--- src/rtl/fp_pkg.sv ---
// ---------------------------------------------------------------------------
// fp_pkg
// Shared definitions for the floating-point mantissa normalizer: FSM state
// encoding and the coarse left-shift step size.
// Revision: 1.0
// ---------------------------------------------------------------------------
`default_nettype none

package fp_pkg;

  // Normalizer control states
  typedef enum logic [1:0] {
    IDLE  = 2'd0,
    SHIFT = 2'd1,
    DONE  = 2'd2
  } state_e;

  // Shift distance used when the four leading mantissa bits are all clear
  localparam int COARSE_STEP = 4;

endpackage : fp_pkg

`default_nettype wire

--- src/rtl/fp_normalizer_norm_step.sv ---
// ---------------------------------------------------------------------------
// norm_step
// One combinational normalization step: left-shifts the mantissa by k and
// decrements the exponent by the same k.
// Build option: FP_NORMALIZER_COARSE_SHIFT_EN enables k=4 steps when the
// four leading bits are zero and the exponent can absorb the full step.
// Revision: 1.0
// ---------------------------------------------------------------------------
`default_nettype none

module norm_step
  import fp_pkg::*;
#(
  parameter int WIDTH = 16,
  parameter int EXP_W = 8,
  parameter int SHW   = $clog2(WIDTH)
) (
  input  logic [WIDTH-1:0] mant_i,
  input  logic [EXP_W-1:0] exp_i,
  output logic [WIDTH-1:0] mant_o,
  output logic [EXP_W-1:0] exp_o,
  output logic [SHW-1:0]   k_o
);

  // Choose the step size, then apply it to mantissa and exponent together
  always_comb begin
    k_o = SHW'(1);
`ifdef FP_NORMALIZER_COARSE_SHIFT_EN
    // A 4-bit jump is safe only if none of the intermediate single steps
    // would have stopped: the leading nibble is zero (mantissa stays
    // nonzero, MSB stays clear) and the exponent does not hit zero early.
    if ((mant_i[WIDTH-1 -: COARSE_STEP] == '0) &&
        (exp_i >= EXP_W'(COARSE_STEP))) begin
      k_o = SHW'(COARSE_STEP);
    end
`endif
    mant_o = mant_i << k_o;
    exp_o  = exp_i - EXP_W'(k_o);
  end

endmodule : norm_step

`default_nettype wire

--- src/rtl/fp_normalizer.sv ---
// ---------------------------------------------------------------------------
// fp_normalizer
// Iterative left-normalizer for an unnormalized mantissa/exponent pair.
// Accepts one operand in IDLE, shifts until the hidden-bit position is set,
// the mantissa is zero, or the exponent reaches zero, then holds the result
// until the consumer takes it.
// Build option: FP_NORMALIZER_COARSE_SHIFT_EN (4-bit coarse stepping).
// Revision: 1.0
// ---------------------------------------------------------------------------
`default_nettype none

module fp_normalizer
  import fp_pkg::*;
#(
  parameter int WIDTH = 16,
  parameter int EXP_W = 8
) (
  input  logic                      clk,
  input  logic                      rst_n,
  input  logic                      in_valid,
  output logic                      in_ready,
  input  logic [WIDTH-1:0]          in_mant,
  input  logic [EXP_W-1:0]          in_exp,
  output logic                      out_valid,
  input  logic                      out_ready,
  output logic [WIDTH-1:0]          out_mant,
  output logic [EXP_W-1:0]          out_exp,
  output logic [$clog2(WIDTH)-1:0]  out_shift,
  output logic                      out_zero,
  output logic                      out_denorm
);

  localparam int SHW = $clog2(WIDTH);

  state_e           state_q, state_d;

  logic [WIDTH-1:0] mant_q, mant_d;
  logic [EXP_W-1:0] exp_q, exp_d;
  logic [SHW-1:0]   shift_q, shift_d;

  logic             out_valid_q, out_valid_d;
  logic [WIDTH-1:0] out_mant_q, out_mant_d;
  logic [EXP_W-1:0] out_exp_q, out_exp_d;
  logic [SHW-1:0]   out_shift_q, out_shift_d;
  logic             out_zero_q, out_zero_d;
  logic             out_denorm_q, out_denorm_d;

  logic [WIDTH-1:0] step_mant;
  logic [EXP_W-1:0] step_exp;
  logic [SHW-1:0]   step_k;

  logic             mant_is_zero;
  logic             stop_shift;
  logic             accept;
  logic             consume;

  norm_step #(
    .WIDTH (WIDTH),
    .EXP_W (EXP_W),
    .SHW   (SHW)
  ) u_step (
    .mant_i (mant_q),
    .exp_i  (exp_q),
    .mant_o (step_mant),
    .exp_o  (step_exp),
    .k_o    (step_k)
  );

  assign mant_is_zero = (mant_q == '0);
  assign stop_shift   = mant_is_zero || mant_q[WIDTH-1] || (exp_q == '0);
  assign in_ready     = (state_q == IDLE);
  assign accept       = in_valid && in_ready;
  assign consume      = out_valid_q && out_ready;

  // FSM state register
  always_ff @(posedge clk or negedge rst_n) begin
    if (!rst_n) begin
      state_q <= IDLE;
    end else begin
      state_q <= state_d;
    end
  end

  // FSM next-state logic
  always_comb begin
    state_d = state_q;
    unique case (state_q)
      IDLE:    if (accept)     state_d = SHIFT;
      SHIFT:   if (stop_shift) state_d = DONE;
      DONE:    if (consume)    state_d = IDLE;
      default:                 state_d = IDLE;
    endcase
  end

  // Working-register and result next-state logic
  always_comb begin
    mant_d       = mant_q;
    exp_d        = exp_q;
    shift_d      = shift_q;
    out_valid_d  = out_valid_q;
    out_mant_d   = out_mant_q;
    out_exp_d    = out_exp_q;
    out_shift_d  = out_shift_q;
    out_zero_d   = out_zero_q;
    out_denorm_d = out_denorm_q;

    unique case (state_q)
      IDLE: begin
        if (accept) begin
          mant_d  = in_mant;
          exp_d   = in_exp;
          shift_d = '0;
        end
      end
      SHIFT: begin
        if (!stop_shift) begin
          mant_d  = step_mant;
          exp_d   = step_exp;
          shift_d = shift_q + step_k;
        end
      end
      DONE: begin
        // First DONE cycle publishes the result; later cycles only hold it
        if (!out_valid_q) begin
          out_valid_d  = 1'b1;
          out_mant_d   = mant_q;
          out_exp_d    = mant_is_zero ? '0 : exp_q;
          out_shift_d  = shift_q;
          out_zero_d   = mant_is_zero;
          out_denorm_d = !mant_is_zero && !mant_q[WIDTH-1];
        end else if (out_ready) begin
          out_valid_d  = 1'b0;
        end
      end
      default: begin
        out_valid_d = 1'b0;
      end
    endcase
  end

  // Working and result registers; reset discards any in-flight operand
  always_ff @(posedge clk or negedge rst_n) begin
    if (!rst_n) begin
      mant_q       <= '0;
      exp_q        <= '0;
      shift_q      <= '0;
      out_valid_q  <= 1'b0;
      out_mant_q   <= '0;
      out_exp_q    <= '0;
      out_shift_q  <= '0;
      out_zero_q   <= 1'b0;
      out_denorm_q <= 1'b0;
    end else begin
      mant_q       <= mant_d;
      exp_q        <= exp_d;
      shift_q      <= shift_d;
      out_valid_q  <= out_valid_d;
      out_mant_q   <= out_mant_d;
      out_exp_q    <= out_exp_d;
      out_shift_q  <= out_shift_d;
      out_zero_q   <= out_zero_d;
      out_denorm_q <= out_denorm_d;
    end
  end

  assign out_valid  = out_valid_q;
  assign out_mant   = out_mant_q;
  assign out_exp    = out_exp_q;
  assign out_shift  = out_shift_q;
  assign out_zero   = out_zero_q;
  assign out_denorm = out_denorm_q;

endmodule : fp_normalizer

`default_nettype wire

--- config.mk ---
export PLATFORM = sky130hd
export DESIGN_NAME = fp_normalizer
export DESIGN_NICKNAME = d
export VERILOG_FILES = /design/src/rtl/fp_pkg.sv /design/src/rtl/fp_normalizer_norm_step.sv /design/src/rtl/fp_normalizer.sv
export SDC_FILE = /design/constraint.sdc
export NUM_CORES = 1
export LEC_CHECK = 0
export CAP_MARGIN = 10
export CELL_PAD_IN_SITES_DETAIL_PLACEMENT = 1
export CELL_PAD_IN_SITES_GLOBAL_PLACEMENT = 2
export CORE_MARGIN = 10
export CORE_UTILIZATION = 32
export CTS_BUF_LIST = sky130_fd_sc_hd__clkbuf_2
export DETAILED_ROUTE_END_ITERATION = 8
export PLACE_DENSITY = 0.85
export REMOVE_ABC_BUFFERS = 1
export SYNTH_ARGS = -nofsm -noshare
export SYNTH_HDL_FRONTEND = slang
export SYNTH_SLANG_ARGS = --single-unit
--- constraint.sdc ---
create_clock -name clk -period 2.9 [get_ports clk]
set_clock_uncertainty 0.15 [all_clocks]
set_input_delay 0.435 -clock clk [delete_from_list [all_inputs] [get_ports clk]]
set_output_delay 0.435 -clock clk [all_outputs]
set_load 0.1 [all_outputs]
# Word-level counts from Yosys, hierarchy flattened
# Index checks and enable logic that the tools add are counted.
# word_totals
regBits,61
elab_cells,51
# op_classes
add_sub_neg,2
eq_ne,6
mux,17
n_bitwise,1
n_reduce_logical,15
# ops
cell,n
$mux W16,2
$pmux W16 S2,1
$mux W8,3
$logic_not A16 Y1,1
$pmux W8 S2,1
$logic_not A8 Y1,1
$mux W4,2
$pmux W4 S2,1
$sub A8 B1 Y8 const B,1
$mux W2,3
$ne A2 B2 Y1 const B,3
$pmux W2 S3,1
$reduce_and A3 Y1,2
$add A4 B1 Y4 const B,1
$logic_and A1 B1 Y1,3
$eq A2 B1 Y1 const B,1
$eq A2 B2 Y1 const B,1
$logic_not A1 Y1,2
$logic_not A2 Y1,1
$logic_or A1 B1 Y1,2
$mux W1,2
$ne A2 B1 Y1 const B,1
$pmux W1 S2,1
$reduce_and A2 Y1,1
3 further kinds,3

# Logic depth before layout (Yosys ltp)
# logic_depth
depth_word,5
depth_mapped,7
mapped_depth_nobuf,7

# Modules after synthesis
# Synthesis repeated with hierarchy kept, for this count alone.
# unflattened
cells_unflattened,278
hier_area_um2,3150.5
# modules_own_cells
module,instances,cells_each,area_each_um2
fp_normalizer,1,238,2846.5
norm_step,1,40,304.0

# Worst setup path before layout
# OpenSTA, ideal clock, no wires.
# synth_timing
path_kind,flip-flop to flip-flop
startpoint,reg state_q[0]
endpoint,reg shift_q[3]
setup_time_ps,124
t_arrival_ps,2603
t_required_ps,2626
path_slack_ps,23
path_stages_with_launch,6
path_buffers,1
period_less_slack_ps,2877
path_cell_list,dfrtp_1 -> nor2_1 -> nand2_1 -> o41a_2 -> buf_4 -> a211o_1
# synth_between
elab_chain_cells,4
word_cells_on_any_way,8
classes_between,eq/ne (3); mux (1); reduce/logical (4)
# synth_lines
element,line,source
from (decl),fp_normalizer.sv:35,"state_e state_q, state_d;"
from (signal assigned),fp_normalizer.sv:80,state_q <= state_d;
$logic_not A2 Y1 *,fp_normalizer.sv:71,assign in_ready = (state_q == IDLE);
net in_ready,fp_normalizer.sv:21,"output logic in_ready,"
$logic_and A1 B1 Y1,fp_normalizer.sv:72,assign accept = in_valid && in_ready;
$ne A2 B1 Y1 (no line),n/a,
$reduce_and A3 Y1 (no line),n/a,
to (signal assigned),fp_normalizer.sv:156,shift_q <= shift_d;
to (decl),fp_normalizer.sv:39,"logic [SHW-1:0] shift_q, shift_d;"
# Mark *: on every way through the listed nets, which the timed path passes. The rest lies on a longest branch.
# A chain may end at the register's enable or synchronous reset.

# Worst setup path in the final report
# layout_timing
startpoint,reg exp_q[6]
endpoint,reg mant_q[5]
# layout_between
elab_chain_cells,4
# layout_lines
element,line,source
from (decl),fp_normalizer.sv:38,"logic [EXP_W-1:0] exp_q, exp_d;"
from (signal assigned),fp_normalizer.sv:155,exp_q <= exp_d;
$logic_not A8 Y1,fp_normalizer.sv:70,assign stop_shift = mant_is_zero || mant_q[WIDTH-1] || (exp_q == '0);
$logic_or A1 B1 Y1,fp_normalizer.sv:70,
$ne A2 B2 Y1 (no line),n/a,
$reduce_and A3 Y1 (no line),n/a,
to (signal assigned),fp_normalizer.sv:154,mant_q <= mant_d;
to (decl),fp_normalizer.sv:37,"logic [WIDTH-1:0] mant_q, mant_d;"
# Every way passes these cells.

==> results.ini <==
[status]
status=finished, final reports clean

[route]
drt_iter0_markers=66
wl_per_cell_um=16.2
postRouteAntennaNets=0
wl_mm=7.48
num_vias=2218
dr.pass1.iters=4
via_per_inst=4.80
drc=0

[sta]
slew_headroom_pct=53.8
hold_viol=0
drv_slew=0
rsz0062_at_grt=false
setup_viol=0
max_freq_mhz=401
finalCritPeriodShare_pct=86.0
fin_crit_ns=2.49
worst_slew_pin_slew_ns=0.693

[synth]
synth.yosys.seq_area_share_pct=55.6
synth.area.mux_share_pct=6.93
yosysMostFrequentCell=nand2_1
synth_cell_type_count=34
synth-async-reset-ratio_pct=100
synth_top_family_by_area=simple AND/OR/NAND/NOR gates
synthTopCellsByCount=nand2_1 (108), dfrtp_1 (61), o21ai_0 (30)
netlist_instances=291
synth_warnings=0
synthAdderAreaFrac_pct=1.37
mappedNetlistArea_um2=2740
synth_compound_area_share_pct=9.62
synth_top_area_share_pct=55.6
ys_seq_elements=61
synthFlopType=dfrtp_1
syn_area_per_cell_um2=9.43
synth_area_leader_cell=dfrtp_1
synth_edf_count=0
synth_simple_gate_area_share_pct=21.5
synth.area.top_cells=dfrtp_1 (56%), nand2_1 (15%), mux2i_1 (6.9%)
synthXorXnorAreaFrac_pct=1.60

[global_route]
grt_pass1_vias=2378
met1_usage_pct=14.5
antenna_found_initial=0
grt_pass1_wl_mm=12.4
grt_overflow_total=0
grt_usage_pct=12.1
grtUsageMet3_pct=2.98
grt_max_degree=33
met2_usage_pct=19.9
busiest_layer=met2

[setup_path]
endpoint=mant_q[5]
startpoint=exp_q[6]
crit_path_end_kind=register
max_stage_delay_ns=0.56
timing.critical_path.buf_inv=1
r2r-end=mant_q[5]
rr_startpoint=exp_q[6]
worst_path_dominant_cell_family=simple AND/OR/NAND/NOR gates
ff2ff_path_depth=5
path_cells=or4_4 -> nor4b_4 -> o41a_2 -> buf_4 -> o21ai_0
crit_type=reg2reg
worstPathMaxFanout=32
start_kind=register
slowest_stage=or4_4
critPathArrivalTime_ns=2.70
cp.required_ns=3.11
r2r_slack_ns=0.41
cp.depth=5

[floorplanning]
dieArea_um2=12700
core_area_um2=8300
die_h_um=113
die_w_um=113
rows=33
ios=60
start_util_pct=33.1

[min_path]
hold_class=reg2reg
min-delay-start=out_shift[2]

[clock_tree]
post_cts_buffers=0
numCtsBuffers=9
cts_tree=built
clock_sinks=61
clkTransAtPathRegs_ns=0.16
worstSkewPairLatency_ns=0.48
cts_buffer_depth=2
cts_htree_levels=3
cts_root_buf=clkbuf_2

[cells_and_area]
antennaDiodeCount=0
nNetsFinal=384
area_delta_synth_final_pct=25.5
drive_gt1_share_pct=16.0
final_area_um2=3440

[placed_design]
gp_congestion=0.720
hpwl_mm=5.41
dpl-instance-area_um2=3360
portBuffers=59

[flow_run]
cap_violations=0

==> worst min-delay path by stage <==
stage	endpoint	cells past startpoint
after floorplan	exp_q[0]	0
after global placement	out_mant[2]	2
after detailed placement	out_mant[9]	2
after CTS	out_mant[9]	2
after global routing	mant_q[0]	3
final	out_shift[2]	2
==> state kept, by name, summed over array words and instances (netlist names) <==
name	flops
mant_q	16
out_mant	16
exp_q	8
out_exp	8
out_shift	4
shift_q	4
state_q	2
out_denorm	1
out_valid	1
out_zero	1
==> cell type report <==
cell class	count	area, um2
Tap cell	105	131
Fill cell	973	4860
Clock inverter	4	16.3
Timing Repair Buffer	67	568
Sequential cell	61	1530
Multi-Input combinational cell	209	1130
Clock buffer	11	55.1
Inverter	5	18.8
==> repair_timing <==
| action | CTS | global route |
|---|---|---|
| endpoints found under the hold margin | 30 | 0 |
| endpoints found under the setup margin | 0 | 0 |
| hold buffers | 1 | 0 |
| gates resized for setup | 0 | 0 |
==> per-stage QoR <==
stage	setup slack (ns)	hold slack, ns	util (%)	std cells	setup TNS (ns)
2_1_floorplan	-0.112	-0.0106	-	275	-0.187
3_3_place_gp	0.478	0.311	40.5	446	0
3_5_place_dp	0.421	0.317	40.5	446	0
4_1_cts	0.392	0.352	41.5	462	0
5_1_grt	0.209	0.378	41.5	462	0
6_report	0.407	0.346	41.5	462	0
==> layer usage <==
layer | wire length [um] | vias up | part of all wire, %
met5 | 0 | - | 0
met4 | 128 | 0 | 1.7
met3 | 325 | 10 | 4.3
met2 | 3640 | 38 | 49
met1 | 3390 | 1079 | 45
li1 | - | 1091 | -
==> layout by cell type, fill, tap and decap left out, types with 2 or more instances in the layout <==
cell,instances
nand2_1,108
dfrtp_1,61
buf_4,39
o21ai_0,30
clkdlybuf4s50_1,26
mux2i_1,19
clkbuf_2,11
nor2_1,6
inv_1,5
nor4_1,5
a21oi_1,4
o31ai_1,3
nand2b_1,3
o21ai_1,3
xnor2_1,3
ha_1,3
clkinv_1,3
xor2_1,2
nor3_1,2
nand3_1,2
o22ai_1,2
==> kinds of logic (layout without fill, tap and decap cells) <==
group / after synthesis / count (layout)
flops: 61 / 61
fa+ha+maj: 3 / 3
mux: 19 / 19
buf+inv: 21 / 87
xor+xnor: 5 / 5
simple gates: 135 / 135
compound gates: 47 / 47
==> worst min-delay path: cells and delay by family, from the launching register on <==
family | cells | cell delay [ns]
flops | 1 | 0.37
simple gates | 2 | 0.10
Power is left out: the tool's default activity adds up to more than one toggle a clock period on the data nets, which glitch-free logic cannot reach.
